**src/rtl/led_fade_seq_pkg.sv**
```systemverilog
// ---------------------------------------------------------------------------
// led_seq_pkg
// Shared definitions for the LED fade sequencer: the sequencer FSM state
// type, the chase/all mode encoding and the board-default timing constants.
// ---------------------------------------------------------------------------
package led_seq_pkg;

    typedef enum logic [2:0] {
        IDLE,
        RAMP_UP,
        HOLD_HI,
        RAMP_DOWN,
        HOLD_LO
    } seqState_t;

    localparam logic MODE_CHASE = 1'b0;
    localparam logic MODE_ALL   = 1'b1;

    localparam int DEF_PERIOD = 25000;
    localparam int DEF_STEP   = 10;
    localparam int DEF_HOLD   = 50;
    localparam int DEF_CW     = 16;

endpackage

```
**src/rtl/led_fade_seq_if.sv**
```systemverilog
// ---------------------------------------------------------------------------
// led_fade_seq_if
// Control/status bundle between the board-level button logic (master) and
// the LED fade sequencer (slave).
//   start, stop, mode_all : requests into the sequencer
//   led, busy, ch_idx     : PWM pins and sequencer status
//   duty, period_tick     : current duty and PWM period boundary strobe
// ---------------------------------------------------------------------------
interface led_fade_seq_if
    import led_seq_pkg::*;
#(
    parameter int CW = DEF_CW
);

    logic          start;
    logic          stop;
    logic          mode_all;
    logic [3:0]    led;
    logic          busy;
    logic [1:0]    ch_idx;
    logic [CW-1:0] duty;
    logic          period_tick;

    modport master (
        output start, stop, mode_all,
        input  led, busy, ch_idx, duty, period_tick
    );

    modport slave (
        input  start, stop, mode_all,
        output led, busy, ch_idx, duty, period_tick
    );

endinterface

```
**src/rtl/led_fade_seq_pwm_period_gen.sv**
```systemverilog
// ---------------------------------------------------------------------------
// pwm_period_gen
// Free-running PWM period counter shared by all four LED channels.
//   clk, nrst   : clock, asynchronous active-low reset
//   pcnt        : position inside the current period, 0..PERIOD-1
//   period_tick : high on the last cycle of each period
// ---------------------------------------------------------------------------
module pwm_period_gen #(
    parameter int PERIOD = 25000,
    parameter int CW     = 16
) (
    input  logic          clk,
    input  logic          nrst,
    output logic [CW-1:0] pcnt,
    output logic          period_tick
);

    localparam logic [CW-1:0] LAST = CW'(PERIOD - 1);

    logic [CW-1:0] r_pcnt;

    // Counter runs regardless of sequencer state so the PWM grid is fixed
    // from reset onward.
    always_ff @(posedge clk or negedge nrst) begin
        if (!nrst) begin
            r_pcnt <= '0;
        end else if (r_pcnt == LAST) begin
            r_pcnt <= '0;
        end else begin
            r_pcnt <= r_pcnt + CW'(1);
        end
    end

    assign pcnt        = r_pcnt;
    assign period_tick = (r_pcnt == LAST);

endmodule

```
**src/rtl/led_fade_seq.sv**
```systemverilog
// ---------------------------------------------------------------------------
// led_fade_seq
// Fades one shared duty value up and down and walks it across four LEDs
// (chase) or applies it to all four at once.
//   clk  : sole clock
//   nrst : asynchronous active-low reset
//   bus  : led_fade_seq_if slave (start/stop/mode_all in; led, busy,
//          ch_idx, duty, period_tick out)
// ---------------------------------------------------------------------------
module led_fade_seq
    import led_seq_pkg::*;
#(
    parameter int PERIOD = DEF_PERIOD,
    parameter int STEP   = DEF_STEP,
    parameter int HOLD   = DEF_HOLD,
    parameter int CW     = DEF_CW
) (
    input  logic           clk,
    input  logic           nrst,
    led_fade_seq_if.slave  bus
);

    localparam logic [CW:0]   PERIOD_W = (CW+1)'(PERIOD);
    localparam logic [CW:0]   STEP_W   = (CW+1)'(STEP);
    localparam logic [CW:0]   HOLD_W   = (CW+1)'(HOLD);
    localparam logic [CW-1:0] PERIOD_C = CW'(PERIOD);

    logic [CW-1:0] w_pcnt;
    logic          w_tick;

    seqState_t     r_state;
    logic [CW-1:0] r_duty;
    logic [CW:0]   r_holdCnt;
    logic [1:0]    r_chIdx;
    logic          r_stopPend;
    logic          r_modeAll;
    logic [3:0]    r_led;

    logic [CW:0]   w_upSum;
    logic [CW:0]   w_dnDiff;
    logic [CW:0]   w_holdNext;
    logic [CW-1:0] w_dutyUp;
    logic [CW-1:0] w_dutyDn;

    pwm_period_gen #(
        .PERIOD (PERIOD),
        .CW     (CW)
    ) u_period (
        .clk         (clk),
        .nrst        (nrst),
        .pcnt        (w_pcnt),
        .period_tick (w_tick)
    );

    // Saturating duty arithmetic is done one bit wider so the sum cannot
    // wrap and the difference's top bit flags an underflow.
    assign w_upSum    = {1'b0, r_duty} + STEP_W;
    assign w_dutyUp   = (w_upSum >= PERIOD_W) ? PERIOD_C : w_upSum[CW-1:0];
    assign w_dnDiff   = {1'b0, r_duty} - STEP_W;
    assign w_dutyDn   = w_dnDiff[CW] ? '0 : w_dnDiff[CW-1:0];
    assign w_holdNext = r_holdCnt + (CW+1)'(1);

    // Sequencer. Everything except the IDLE exit advances only on the
    // period boundary so the PWM shape never changes mid-period. A stop
    // request is parked until the end of the dark hold, so the block only
    // goes idle with the LEDs off.
    always_ff @(posedge clk or negedge nrst) begin
        if (!nrst) begin
            r_state    <= IDLE;
            r_duty     <= '0;
            r_holdCnt  <= '0;
            r_chIdx    <= '0;
            r_stopPend <= 1'b0;
            r_modeAll  <= MODE_CHASE;
        end else begin
            if ((r_state != IDLE) && bus.stop) begin
                r_stopPend <= 1'b1;
            end
            case (r_state)
                IDLE: begin
                    if (bus.start && !bus.stop) begin
                        r_modeAll <= bus.mode_all;
                        r_chIdx   <= '0;
                        r_duty    <= '0;
                        r_state   <= RAMP_UP;
                    end
                end
                RAMP_UP: begin
                    if (w_tick) begin
                        r_duty <= w_dutyUp;
                        if (w_dutyUp == PERIOD_C) begin
                            r_holdCnt <= '0;
                            r_state   <= HOLD_HI;
                        end
                    end
                end
                HOLD_HI: begin
                    if (w_tick) begin
                        r_holdCnt <= w_holdNext;
                        if (w_holdNext == HOLD_W) begin
                            r_state <= RAMP_DOWN;
                        end
                    end
                end
                RAMP_DOWN: begin
                    if (w_tick) begin
                        r_duty <= w_dutyDn;
                        if (w_dutyDn == '0) begin
                            r_holdCnt <= '0;
                            r_state   <= HOLD_LO;
                        end
                    end
                end
                HOLD_LO: begin
                    if (w_tick) begin
                        r_holdCnt <= w_holdNext;
                        if (w_holdNext == HOLD_W) begin
                            if (r_stopPend || bus.stop) begin
                                r_stopPend <= 1'b0;
                                r_state    <= IDLE;
                            end else begin
                                if (r_modeAll != MODE_ALL) begin
                                    r_chIdx <= r_chIdx + 2'd1;
                                end
                                r_state <= RAMP_UP;
                            end
                        end
                    end
                end
                default: begin
                    r_state <= IDLE;
                end
            endcase
        end
    end

    // PWM compare, registered so the pins are glitch-free; the output lags
    // the pcnt/duty comparison by one clock.
    always_ff @(posedge clk or negedge nrst) begin
        if (!nrst) begin
            r_led <= '0;
        end else begin
            for (int i = 0; i < 4; i++) begin
                r_led[i] <= (r_state != IDLE)
                         && ((r_modeAll == MODE_ALL) || (r_chIdx == 2'(i)))
                         && (w_pcnt < r_duty);
            end
        end
    end

    assign bus.led         = r_led;
    assign bus.busy        = (r_state != IDLE);
    assign bus.ch_idx      = r_chIdx;
    assign bus.duty        = r_duty;
    assign bus.period_tick = w_tick;

endmodule

```
**src/flat_wrapper.sv**
```systemverilog
// flat-port wrapper written by rule: the top's interface ports become plain ports
module led_fade_seq_flat import led_seq_pkg::*;
#(
    parameter int PERIOD = DEF_PERIOD,
    parameter int STEP   = DEF_STEP,
    parameter int HOLD   = DEF_HOLD,
    parameter int CW     = DEF_CW
)
  (clk, nrst, bus_start, bus_stop, bus_mode_all, bus_led, bus_busy, bus_ch_idx, bus_duty, bus_period_tick);
  led_fade_seq_if #(.CW(CW)) bus_i ();
  input  logic clk;
  input  logic nrst;
  input wire logic [$bits(bus_i.start)-1:0] bus_start;
  input wire logic [$bits(bus_i.stop)-1:0] bus_stop;
  input wire logic [$bits(bus_i.mode_all)-1:0] bus_mode_all;
  output wire logic [$bits(bus_i.led)-1:0] bus_led;
  output wire logic [$bits(bus_i.busy)-1:0] bus_busy;
  output wire logic [$bits(bus_i.ch_idx)-1:0] bus_ch_idx;
  output wire logic [$bits(bus_i.duty)-1:0] bus_duty;
  output wire logic [$bits(bus_i.period_tick)-1:0] bus_period_tick;
  assign bus_i.start = bus_start;
  assign bus_i.stop = bus_stop;
  assign bus_i.mode_all = bus_mode_all;
  assign bus_led = bus_i.led;
  assign bus_busy = bus_i.busy;
  assign bus_ch_idx = bus_i.ch_idx;
  assign bus_duty = bus_i.duty;
  assign bus_period_tick = bus_i.period_tick;
  led_fade_seq #(.PERIOD(PERIOD), .STEP(STEP), .HOLD(HOLD), .CW(CW)) u_core (.clk(clk), .nrst(nrst), .bus(bus_i));
endmodule
```
**config.mk**
```make
export PLATFORM = sky130hd
export DESIGN_NAME = led_fade_seq_flat
export DESIGN_NICKNAME = d
export VERILOG_FILES = /design/src/rtl/led_fade_seq_pkg.sv /design/src/rtl/led_fade_seq_if.sv /design/src/rtl/led_fade_seq_pwm_period_gen.sv /design/src/rtl/led_fade_seq.sv /design/src/flat_wrapper.sv
export SDC_FILE = /design/constraint.sdc
export NUM_CORES = 1
export LEC_CHECK = 0
export BUFFER_PORTS_ARGS = -buffer_cell sky130_fd_sc_hd__buf_2
export CORE_MARGIN = 2
export CORE_UTILIZATION = 56
export DETAILED_ROUTE_END_ITERATION = 10
export GPL_TIMING_DRIVEN = 0
export PLACE_DENSITY_LB_ADDON = 0.25
export SETUP_SLACK_MARGIN = 0.2
export SYNTH_ARGS = -nofsm -noshare
export SYNTH_HDL_FRONTEND = slang
export SYNTH_HIERARCHICAL = 1
export SYNTH_SLANG_ARGS = --single-unit
```
**constraint.sdc**
```tcl
create_clock -name clk -period 2.4 [get_ports clk]
set_input_delay 0.36 -clock clk [delete_from_list [all_inputs] [get_ports clk]]
set_output_delay 0.36 -clock clk [all_outputs]
set_load 0.005 [all_outputs]
```
Word level (Yosys, flattened, before mapping)
Cells that the tools add are included.
{"block": "word_totals", "inputBits": 5, "reg_bits": 60, "output_inout_bits": 24}
{"block": "classes", "n_reduce_logical": 29, "eq_ne": 22, "addsub": 5, "mux": 35, "order_cmp": 2}
{"op": "2-to-1 mux 16 bit", "n": 6}
{"op": "2-to-1 mux 17 bit", "n": 5}
{"op": "case mux 17 bit (3 select lines)", "n": 1}
{"op": "case mux 16 bit (3 select lines)", "n": 1}
{"op": "equality test 16 x 15 -> 1 bit, second input constant", "n": 2}
{"op": "2-to-1 mux 3 bit", "n": 9}
{"op": "adder 16 x 4 -> 17 bit, second input constant", "n": 1}
{"op": "adder 17 x 1 -> 17 bit, second input constant", "n": 1}
{"op": "equality test 17 x 6 -> 1 bit, second input constant", "n": 1}
{"op": "greater-or-equal comparator 17 x 15 -> 1 bit, second input constant", "n": 1}
{"op": "subtractor 16 x 4 -> 17 bit, second input constant", "n": 1}
{"op": "adder 16 x 1 -> 16 bit, second input constant", "n": 1}
{"op": "logical NOT 16 bit", "n": 1}
{"op": "less-than comparator 16 bit", "n": 1}
{"op": "case mux 3 bit (5 select lines)", "n": 1}
{"op": "inequality test 2 x 1 -> 1 bit, second input constant", "n": 6}
{"op": "inequality test 2 bit, second input constant", "n": 6}
{"op": "AND reduction 6 bit", "n": 2}
{"op": "logical AND 1 bit", "n": 10}
{"op": "2-to-1 mux 2 bit", "n": 5}
{"op": "AND reduction 9 bit", "n": 1}
{"op": "nonzero test 3 bit", "n": 3}
{"op": "equality test 3 x 2 -> 1 bit, second input constant", "n": 2}
{"op": "2-to-1 mux 1 bit", "n": 6}
{"op": "14 further kinds", "n": 19}

Depth between registers and ports, before layout
{"block": "logic_depth", "ltp_word": 7, "mapped_depth": 12, "mapped_depth_nobuf": 10}

Hierarchy
The synthesis kept the hierarchy.
{"mod": "led_fade_seq", "seq_area_each_um2": 1101.1, "instances": 1, "area_each_um2": 3913.8, "cells_each": 480}
{"mod": "pwm_period_gen", "seq_area_each_um2": 400.4, "instances": 1, "area_each_um2": 744.5, "cells_each": 66}

Least setup slack after synthesis
No wires, ideal clock.
{"block": "synth_path", "path_type": "register -> register", "from": "reg u_core.u_period.r_pcnt[6] (netlist: u_core/u_period/pcnt[6])", "to": "reg u_core.r_duty[7] (netlist: u_core/bus.duty[7])", "setup_ns": 0.077, "n_path_buf": 1, "stages_incl_launch_ff": 8, "t_arrival_ns": 2.554, "required_time_ns": 2.323, "slack_ns": -0.231, "path_cell_list": "dfrtp_1 > or4_4 > nor4_4 > nand2_1 > a21oi_1 > clkbuf_1 > o21ai_0 > a21oi_1"}
{"block": "synth_between", "elab_chain_len": 3, "elab_cells_between_ends": 4}
{"element": "start, declared", "line_no": "led_fade_seq_pwm_period_gen.sv:20", "rtl": "logic [CW-1:0] r_pcnt;"}
{"element": "start signal, assigned", "line_no": "led_fade_seq_pwm_period_gen.sv:30", "rtl": "r_pcnt <= r_pcnt + CW'(1);"}
{"element": "equality test 16 x 15 -> 1 bit (*)", "line_no": "led_fade_seq_pwm_period_gen.sv:35", "rtl": "assign period_tick = (r_pcnt == LAST);"}
{"element": "net bus_period_tick", "line_no": "flat_wrapper.sv:20", "rtl": "output wire logic [$bits(bus_i.period_tick)-1:0] bus_period_tick;"}
{"element": "inequality test 2 bit (no source line)"}
{"element": "AND reduction 4 bit (no source line) (*)"}
{"element": "end signal, assigned", "line_no": "led_fade_seq.sv:90", "rtl": "r_duty <= w_dutyUp;"}
{"element": "end signal, assigned", "line_no": "led_fade_seq.sv:107", "rtl": "r_duty <= w_dutyDn;"}
{"element": "end, declared", "line_no": "led_fade_seq.sv:32", "rtl": "logic [CW-1:0] r_duty;"}
The timed path passes the listed nets; every way through them passes the cells marked *.
A chain may end at the register's enable or synchronous reset.

Worst setup path in the final report
{"block": "layout_path", "from": "reg u_core.r_duty[6] (netlist: u_core/bus.duty[6])", "to": "reg u_core.r_holdCnt[7]"}
{"block": "layout_between", "elab_chain_len": 6, "elab_cells_between_ends": 10}
{"element": "adder 16 x 4 -> 17 bit", "line_no": "led_fade_seq.sv:57", "rtl": "assign w_upSum = {1'b0, r_duty} + STEP_W;"}
{"element": "greater-or-equal comparator 17 x 15 -> 1 bit", "line_no": "led_fade_seq.sv:58", "rtl": "assign w_dutyUp = (w_upSum >= PERIOD_W) ? PERIOD_C : w_upSum[CW-1:0];"}
{"element": "2-to-1 mux 16 bit", "line_no": "led_fade_seq.sv:58"}
{"element": "equality test 16 x 15 -> 1 bit", "line_no": "led_fade_seq.sv:91", "rtl": "if (w_dutyUp == PERIOD_C) begin"}
{"element": "inequality test 2 x 1 -> 1 bit (no source line)"}
{"element": "AND reduction 6 bit (no source line) (*)"}
{"element": "end signal, assigned", "line_no": "led_fade_seq.sv:99", "rtl": "r_holdCnt <= w_holdNext;"}
{"element": "end signal, assigned", "line_no": "led_fade_seq.sv:116", "rtl": "r_holdCnt <= w_holdNext;"}
{"element": "end, declared", "line_no": "led_fade_seq.sv:33", "rtl": "logic [CW:0] r_holdCnt;"}
Mark *: on every way between the ends. The rest lies on a longest branch, timed or not.

==> out/results.ini <==
[placement]
dpl_cell_area_mm2 = 0.00504
gp_congestion = 0.966
place_inst = 679
hpwl_um = 9500
io_buffers = 28

[power_and_ir_drop]
p_switching_mw = 3.70
sw_frac_of_total = 0.473
peakVddDrop_mv = 0.969
power_frac_comb = 0.681
power.density_mw_per_mm2 = 1130
p_int_mw = 4.12
leakage_nw = 2.94
seqPwrFrac = 0.177
pwr-share-clk = 0.142

[synthesis]
synth_area_mm2 = 0.00466
synth_top_family_by_area = simple AND/OR/NAND/NOR gates
synth-xor-area-share = 0.0432
synth-simple-area-share = 0.256
synth_compound_area_frac = 0.254
netlist-cell-type-count = 76
synth_seq_cells = 60
yosys_most_used_dff = dfrtp_1
synth.area.mux_share = 0.00913
synthAdderAreaFrac = 0.0645
synth_seq_area_share = 0.322
syn_nets = 575
synth_edf_count = 0
avgSynthCellArea_um2 = 8.53
async_reset_ff_frac = 1.00
synth_cells = 546
yosys_warnings = 6

[global_routing]
track_usage = 0.350
gr-total-overflow = 0
grt_pass1_wl_um = 24400
antenna_found_initial = 0
grt_max_degree = 61
grt_pass1_vias = 4826

[finish]
final_util = 0.848
drive_gt1_frac = 0.455
num_antenna_cells = 0
finalNonFillerCells = 780
final_area_mm2 = 0.00690
synthToLayoutAreaGrowth_pct = 48.1
fillers = 436
nets = 699

[clock_tree]
root_buffer = clkbuf_8
path_clk_slew_ns = 0.07
h-tree-depth = 3
cts_hold_buf = 0
worstSkewPairLatency_ns = 0.35
cts.path.max_buffers = 2
numCtsBuffers = 9
clkSinkCount = 60
tritoncts = yes

[critical_path]
required_ns = 2.62
critical_path_arrival_ns = 3.03
critPathKind = flip-flop to flip-flop
critical_path_peak_fanout = 8
crit_slowest_cell = or4_4
cp-start-kind = flip-flop
path_cells = buf_8, or4_4, a211o_1, nor4_4, a31oi_2, o22ai_2, a221oi_4, buf_12, buf_4, o21ai_1, o31ai_1
slowest_delay_ns = 0.51
crit_path_end_kind = flip-flop

[timing]
min_period_over_period = 1.17
postLayoutSetupSlackWorst_ns = -0.411
post-route-min-period_ns = 2.81
report.final.slew_viol_count = 0
max-slew-margin-rel = 0.461
max_freq_ghz = 0.356
skew_ns = 0.0128
worst_pin_slew_ns = 0.809
holdWs_ns = 0.0814
finalSetupViolCount = 38
rsz0062_at_grt = true
final_hold_viol_count = 0

[flow_run]
drv_cap = 0

[route]
drt-pass1-iter-count = 7
wl_um = 17300
postRouteAntennaNets = 0
via_per_inst = 6.81
dr_total_vias = 5311
first_iter_violations = 478
remaining_drc_errors = 0
routedWlPerCell_um = 22.2

[outcome]
status = finished, violations left
violations = negative setup slack

[die]
ios = 29
core_mm2 = 0.00813
die_y_um = 95.2
fp.dieW_um = 95.2
placementRows = 33
initial_utilization = 0.573
die_area_mm2 = 0.00906

[hold_path]
hold_class = primary input to async pin

cells in the mapped netlist, types with 6 or more instances:
library cell  instances  area share
dfrtp_1              60        0.32
nor2_1               44       0.035
nand2_1              41       0.033
o21ai_0              36       0.039
a21oi_1              34       0.037
nor3_1               26       0.028
ha_1                 24       0.064
nand3_1              23       0.025
inv_1                21       0.017
buf_2                15       0.016
nand4_1              14       0.019
xnor2_1              14       0.026
clkbuf_1             13       0.010
o31ai_1              11       0.018
a21o_1               10       0.016
a31oi_1              10       0.013
xor2_1                9       0.017
o21ai_1               8      0.0086
and3_1                7      0.0094
nand2b_1              7      0.0094
o22ai_1               7      0.0094
and4_1                6       0.011
nor4_1                6      0.0081
metrics by stage:
stage	total power [mW]	setup TNS, ns	worst slack, ns
3_3_place_gp	4.65	-22.00	-0.741
5_1_grt	8.20	-14.21	-0.494
3_5_place_dp	4.68	-23.24	-0.717
4_1_cts	6.67	-9.10	-0.348
2_1_floorplan	3.79	-2.37	-0.148
6_report	7.83	-10.11	-0.411
area by class of cell:
cell class	count	area [µm²]	area share
multi-input combinational	432	3670	0.533
sequential	60	1520	0.220
timing repair buffer	113	986	0.143
buffer	32	265	0.0384
clock buffer	11	151	0.0219
tap	105	131	0.0190
inverter	22	90.1	0.0131
clock inverter	5	82.6	0.0120
path summary, 6_finish.rpt:
kind                                                   startpoint                                 to  slack (ns)  depth (start not counted)
worst min register to register  u_core/u_period/pcnt[0]$_DFF_PN0_  u_core/u_period/pcnt[0]$_DFF_PN0_        0.50                          1
worst min-delay path                                         nrst     u_core/bus.duty[6]$_DFFE_PN0P_        0.08                          1
max in group asynchronous                                    nrst    u_core/r_holdCnt[9]$_DFFE_PN0P_        1.71                          1
worst max-delay path               u_core/bus.duty[6]$_DFFE_PN0P_    u_core/r_holdCnt[7]$_DFFE_PN0P_       -0.41                         11
min in group clk                                     bus_mode_all       u_core/r_modeAll$_DFFE_PN0P_        0.26                          2
worst max register to register     u_core/bus.duty[6]$_DFFE_PN0P_    u_core/r_holdCnt[7]$_DFFE_PN0P_       -0.41                         11
critical path, delay by kind of cell, from the launching register on:
family	cells	cell delay, ns
flip-flops	1	0.44
AND/OR/NAND/NOR	2	0.73
AO/OA/AOI/OAI	6	1.06
buffers and inverters	3	0.45
cells by family (layout without fill, tap and decap cells):
| group | count (synthesis) | after routing |
|---|---|---|
| compound gates | 169 | 169 |
| fa+ha+maj | 24 | 24 |
| buf+inv | 54 | 183 |
| mux | 4 | 4 |
| simple gates | 212 | 212 |
| flops | 60 | 60 |
| xor+xnor | 23 | 23 |
cell usage in the layout (no fill, tap or decap), types with 17 or more instances in the layout:
cell / Yosys / final
a21oi_2: 0 / 17
buf_2: 15 / 28
buf_4: 0 / 57
buf_6: 2 / 31
dfrtp_1: 60 / 46
ha_1: 24 / 19
inv_1: 21 / 19
nand2_1: 41 / 36
nand3_1: 23 / 20
nor2_1: 44 / 36
o21ai_1: 8 / 18
metal layers:
layer	global-route usage	routed length, µm	share of wire	vias up
met1	0.443	6560	0.38	2552
met5	0	0	0	-
met3	0.0632	1440	0.083	110
met2	0.586	8270	0.48	344
li1	-	-	-	2305
met4	0.147	1010	0.058	0
what timing repair did:
| action | CTS | global route |
|---|---|---|
| setup buffers | 49 | 33 |
| endpoints found under the hold margin | 0 | 0 |
| resized for setup | 125 | 97 |
| cloned | 2 | 1 |
| setup endpoints to repair | 46 | 45 |
| pin swaps | 49 | 57 |
registers in the layout (all words and copies together) (netlist names):
| signal | count |
|---|---|
| u_core/r_stopPend | 1 |
| u_core/bus.led | 4 |
| u_core/u_period/pcnt | 16 |
| u_core/bus.ch_idx | 2 |
| u_core/r_modeAll | 1 |
| u_core/r_state | 3 |
| u_core/r_holdCnt | 17 |
| u_core/bus.duty | 16 |
power by group through the flow:
stage | Sequential, mW | Combinational, mW | Clock, mW
final | 1.39 | 5.33 | 1.11
after detailed placement | 1.38 | 3.30 | 0
after floorplan | 1.35 | 2.44 | 0
after global routing | 1.41 | 5.63 | 1.16
after global placement | 1.37 | 3.28 | 0
after CTS | 1.37 | 4.20 | 1.11
(Power assumes the default switching activity.)
